==> config.mk <==
export PLATFORM = sky130hd
export DESIGN_NAME = interval_timer
export DESIGN_NICKNAME = d
export VERILOG_FILES = /design/src/rtl/interval_timer.sv
export SDC_FILE = /design/constraint.sdc
export NUM_CORES = 1
export LEC_CHECK = 0
export ABC_AREA = 1
export ABC_CLOCK_PERIOD_IN_PS = 1970
export CORE_UTILIZATION = 55
export DETAILED_ROUTE_END_ITERATION = 8
export HOLD_SLACK_MARGIN = 0.03
export PLACE_DENSITY = 0.77
export SYNTH_ARGS = -nofsm -noshare
export SYNTH_HDL_FRONTEND = slang
export SYNTH_SLANG_ARGS = --single-unit
==> constraint.sdc <==
create_clock -name Clock -period 1.97 [get_ports Clock]
set_input_delay 0.2955 -clock Clock [delete_from_list [all_inputs] [get_ports Clock]]
set_output_delay 0.2955 -clock Clock [all_outputs]
set_load 0.02 [all_outputs]
==> src/rtl/interval_timer.sv <==
// interval_timer: memory-mapped interval timer on the processor bus.
//
// The processor programs the reload value (LOAD) and the control bits (CTRL)
// through the store path. It reads the live count and the status back through
// the registered DIN read path, which has one cycle of latency.
//
// Ports
//   Clock   in   1  system clock, rising edge
//   Resetn  in   1  synchronous active-low reset
//   cs      in   1  chip select (ADDR[15:12]==4'h4, decoded outside)
//   W       in   1  write strobe; a register write happens on cs & W
//   ADDR    in   2  register select: 0 LOAD, 1 CTRL, 2 COUNT, 3 STATUS
//   DOUT    in  16  processor write data
//   Q       out 16  registered read data of the register selected last cycle
//   Done    out  1  sticky terminal-count flag (STATUS[0])
module interval_timer #(
  parameter int unsigned PRESCALE = 50000
) (
  input  logic        Clock,
  input  logic        Resetn,
  input  logic        cs,
  input  logic        W,
  input  logic [1:0]  ADDR,
  input  logic [15:0] DOUT,
  output logic [15:0] Q,
  output logic        Done
);

  localparam logic [1:0]  A_LOAD   = 2'd0;
  localparam logic [1:0]  A_CTRL   = 2'd1;
  localparam logic [1:0]  A_COUNT  = 2'd2;
  localparam logic [1:0]  A_STATUS = 2'd3;
  localparam logic [25:0] PC_LAST  = 26'(PRESCALE - 1);

  logic [15:0] load_q, load_d;
  logic [15:0] count_q, count_d;
  logic [15:0] rdata_q, rdata_d;
  logic [25:0] pc_q, pc_d;
  logic        en_q, en_d;
  logic        auto_q, auto_d;
  logic        done_q, done_d;

  logic wr_load, wr_ctrl, wr_count, wr_status;
  logic tick, done_set;

  always_comb begin
    wr_load   = cs & W & (ADDR == A_LOAD);
    wr_ctrl   = cs & W & (ADDR == A_CTRL);
    wr_count  = cs & W & (ADDR == A_COUNT);
    wr_status = cs & W & (ADDR == A_STATUS);
    tick      = en_q & (pc_q == PC_LAST);
  end

  // Prescaler: free-runs 0..PRESCALE-1 while enabled. It is pinned at 0 while
  // disabled, so the first tick after enabling comes a full PRESCALE cycles
  // later.
  always_comb begin
    pc_d = pc_q;
    if (!en_q || tick) pc_d = '0;
    else               pc_d = pc_q + 26'd1;
    // A restart, or an EN change, re-phases the prescaler.
    if (wr_count || (wr_ctrl && (DOUT[0] != en_q))) pc_d = '0;
  end

  // Count / control / status next state. The tick update uses the pre-write
  // EN. Bus writes are applied afterwards so that they win where the two
  // collide. The one exception is DONE set, which beats a STATUS clear.
  always_comb begin
    load_d   = load_q;
    count_d  = count_q;
    en_d     = en_q;
    auto_d   = auto_q;
    done_d   = done_q;
    done_set = 1'b0;

    if (tick) begin
      if (count_q > 16'd1) begin
        count_d = count_q - 16'd1;
      end else if (count_q == 16'd1) begin
        count_d  = '0;
        done_set = 1'b1;
        if (!auto_q) en_d = 1'b0;
      end else if (auto_q) begin
        // Reload from zero adds one tick to every auto period and is not a
        // DONE event.
        count_d = load_q;
      end else begin
        en_d = 1'b0;
      end
    end

    // A restart supersedes this cycle's tick entirely, including its DONE.
    if (wr_count) begin
      count_d  = load_q;
      en_d     = en_q;
      done_set = 1'b0;
    end

    if (wr_ctrl) begin
      en_d   = DOUT[0];
      auto_d = DOUT[1];
    end

    // The reload above already sampled load_q, so a same-cycle LOAD write
    // only affects the next reload.
    if (wr_load) load_d = DOUT;

    if (wr_status && DOUT[0]) done_d = 1'b0;
    if (done_set)             done_d = 1'b1;
  end

  // Read data is registered: Q shows the register that ADDR selected in the
  // previous cycle, with its value from before that edge.
  always_comb begin
    rdata_d = load_q;
    case (ADDR)
      A_LOAD:   rdata_d = load_q;
      A_CTRL:   rdata_d = {14'd0, auto_q, en_q};
      A_COUNT:  rdata_d = count_q;
      A_STATUS: rdata_d = {15'd0, done_q};
      default:  rdata_d = load_q;
    endcase
  end

  always_ff @(posedge Clock) begin
    if (!Resetn) begin
      load_q  <= '0;
      count_q <= '0;
      rdata_q <= '0;
      pc_q    <= '0;
      en_q    <= 1'b0;
      auto_q  <= 1'b0;
      done_q  <= 1'b0;
    end else begin
      load_q  <= load_d;
      count_q <= count_d;
      rdata_q <= rdata_d;
      pc_q    <= pc_d;
      en_q    <= en_d;
      auto_q  <= auto_d;
      done_q  <= done_d;
    end
  end

  assign Q    = rdata_q;
  assign Done = done_q;

endmodule

==> summary.log <==
qor: grt.first_global_vias 4025
qor: timing.final_setup_fails 0
qor: grt.gr-max-usage-layer met2
qor: synth.syn-num-nets 680
qor: timing.worst_setup_skew_after_layout 17.3 ps
qor: setup_path.worstPathRequired 2270 ps
qor: min_path.min-delay-path-class flip-flop to flip-flop
qor: clock_tree.cts.path.max_buffers 2
qor: pwr.power-per-cell-area 675 mW/mm^2
qor: floorplan.fp.coreArea 0.00733 mm^2
qor: synth.post_synth_instance_area 0.00422 mm^2
qor: job.maxCapViolations 0
qor: timing.worst-slew-pin-transition 466 ps
qor: timing.fin_crit 1800 ps
qor: cells_and_area.final-instance-count-excl-fill 810
qor: synth.synth.largest_area_cell dfxtp_1
qor: grt.grt_first_pass_wirelength 18400 um
qor: timing.layout_setup_ws 170 ps
qor: floorplan.rows 31
qor: clock_tree.tritoncts_num_sinks 77
qor: place.detailed_place_hpwl 8230 um
qor: setup_path.crit_path_max_incr_delay 340 ps
qor: clock_tree.postCtsHoldBufs 0
qor: clock_tree.root_buffer clkbuf_8
qor: place.gp_congestion 0.926
qor: place.dp_slack -5.01 ps
qor: grt.globalRouteTotalUtil 30.4%
qor: clock_tree.cts_resized 0
qor: setup_path.worstSetupStartpointType flip-flop
qor: setup_path.timing.critical_path.cells inv_1 -> ha_1 -> nand2_4 -> nor2_8 -> nand2_4 -> nand2_2 -> nor2_4 -> nand2_1 -> nand2_1 -> nor2_1 -> nor2_1
qor: clock_tree.clk-insertion-delay-late 370 ps
qor: timing.final.setup.tns 0 ps
qor: detailed_routing.detail_route.vias_per_cell 5.28
qor: setup_path.r2r_slack 170 ps
qor: place.portBuffers 38
qor: cells_and_area.layout_commonest_cell nand2_1
qor: clock_tree.htreeDepth 3
qor: setup_path.setup.worst_path.end_class flip-flop
qor: clock_tree.cts_post_setup_buffers_inserted 0
qor: synth.synth_top_area_share 36.5%
qor: cells_and_area.layout.cells.most_common_list nand2_1, nor2_1, dfxtp_1
qor: detailed_routing.drt-pass1-iter-count 5
qor: cells_and_area.antenna_cells_inserted 0
qor: cells_and_area.drive_gt1_share 9.85%
qor: detailed_routing.detailed_router_s_first_iteration_violation_count 244
qor: clock_tree.clock_tree_from_tritoncts done
qor: detailed_routing.wl 11300 um
qor: synth.netlist_instances 655
qor: cells_and_area.utilization 67.9%
qor: setup_path.worst_r2r_startpoint count_q[1]
qor: clock_tree.cts_buffers 9
qor: pwr.ir_worst_vdd 364 uV
qor: timing.final_min_period_over_clock_period 91.4%
qor: min_path.hp-start pc_q[25]
qor: min_path.min_to pc_q[25]
qor: detailed_routing.detail_route.wl_per_cell 13.9 um
qor: detailed_routing.number_of_remaining_drc_errors 0
qor: synth.netlist-cell-type-count 36
qor: outcome.outcome finished, final reports clean
qor: detailed_routing.via_count 4274
qor: grt.use_met3 6.58%
qor: floorplan.floorplan.die_area 0.00803 mm^2
qor: floorplan.fp.dieH 89.6 um
qor: synth.synth_seq_area_share 36.5%
qor: synth.synthesis.area_per_instance 6.45 um^2
qor: min_path.min_delay_path_depth 2
qor: cells_and_area.area_growth 18.0%
qor: floorplan.start_util 57.6%
qor: timing.maxClockFrequency 555 MHz
qor: setup_path.worstReg2RegEnd count_q[8]
qor: grt.gr-usage-met1 34.0%
qor: grt.grt_antenna_before_repair 0
qor: timing.grt_setup_unrepaired no
qor: cells_and_area.nets 731
qor: setup_path.crit_fanout 16
qor: timing.drv_slew 0
qor: setup_path.timing.critical_path.slowest_stage_cell nor2_4
qor: pwr.p_leak 0.00217 uW
qor: timing.max_slew_margin 68.7%
qor: grt.gr-usage-met2 56.0%
qor: setup_path.timing.setup.critical_path_class flip-flop to flip-flop
qor: grt.pin_count_of_the_biggest_net_entering_global_routing 35
qor: timing.final.hold.worst_slack 466 ps
qor: timing.timing.final.hold_violations 0
qor: place.placed_cells 794
qor: detailed_routing.final_antenna_net_count 0
qor: synth.yosysWarnings 0
qor: synth.synth.ff_latch_count 77
qor: grt.globalRoute.totalOverflow 0
qor: setup_path.worst_ep_arrival_time 2100 ps
qor: floorplan.die_width 89.6 um
qor: clock_tree.cts_clk_pin_slew_worst_paths 80 ps
qor: setup_path.reg2regPathDepth 11
qor: synth.top_cells_by_area_in_the_synthesized_netlist dfxtp_1, nand2_1, nor2_1, nand3_1, inv_1
qor: floorplan.number_of_top_level_pins 39
==> cell type report <==
| cell class | instances | area, um^2 |
|---|---|---|
| tap | 99 | 124 |
| timing repair buffer | 56 | 528 |
| fill | 650 | 2350 |
| multi-input combinational | 497 | 2350 |
| clock inverter | 4 | 47.5 |
| inverter | 65 | 244 |
| clock buffer | 12 | 145 |
| sequential | 77 | 1540 |
==> worst max-delay path by stage <==
stage                     from     endpoint  slack (ps)  cells after the start
floorplan              pc_q[0]  count_q[10]         350                     11
global placement       ADDR[1]     pc_q[14]          70                      8
detailed placement     ADDR[1]  count_q[15]          -5                      8
CTS                 count_q[1]   count_q[8]         170                     11
global route           pc_q[7]      pc_q[9]          20                      7
finish              count_q[1]   count_q[8]         170                     11
==> flip-flops by register name, summed over array words and instances (netlist names) <==
register	count
Done	1
Q	16
load_q	16
en_q	1
auto_q	1
count_q	16
pc_q	26
==> Yosys cell counts (all sizes together) <==
cell type  count
nand2        202
nor2         137
dfxtp         77
inv           64
nand3         51
a21oi         34
o21ai         21
nor3          16
nand4         11
xor2           9
buf            8
clkbuf         8
ha             3
nor3b          3
or2            2
xnor2          2
a211oi         1
and2           1
clkinv         1
nand2b         1
nand3b         1
nor4           1
o211ai         1
==> routing by layer <==
layer	routed length [um]	share of wire, %	vias to the layer above
met5	0	0	-
met4	293	2.6	0
met3	583	5.2	26
met2	5730	51	126
met1	4660	41	1958
li1	-	-	2164
==> power breakdown <==
group / switching (uW) / internal, uW / total, uW
Clock: 571 / 616 / 1190
Combinational: 342 / 219 / 561
Sequential: 29.5 / 1580 / 1610
==> kinds of logic (layout without fill, tap and decap cells) <==
kind of cell | count (synthesis) | in the layout | share of synthesized area (%)
and+or+nand+nor | 426 | 426 | 45.3
buffers and inverters | 81 | 137 | 7.79
DFF | 77 | 77 | 36.5
AOI/OAI and AO/OA | 57 | 57 | 7.23
xor gates and xnor gates | 11 | 11 | 2.28
adders and majority gates | 3 | 3 | 0.889
==> critical path: cells and delay by family (launching register included) <==
family                     cells  cell delay (ps)
adders and majority gates      1              260
buffers and inverters          1              110
DFF                            1              310
and+or+nand+nor                9             1060
==> stage by stage <==
step	cell area, um^2	power [uW]
finish	4980	3360
global route	4980	3530
CTS	4980	3380
detailed placement	4790	2200
global placement	4790	2190
floorplan	4220	2040
(Power assumes the default switching activity.)
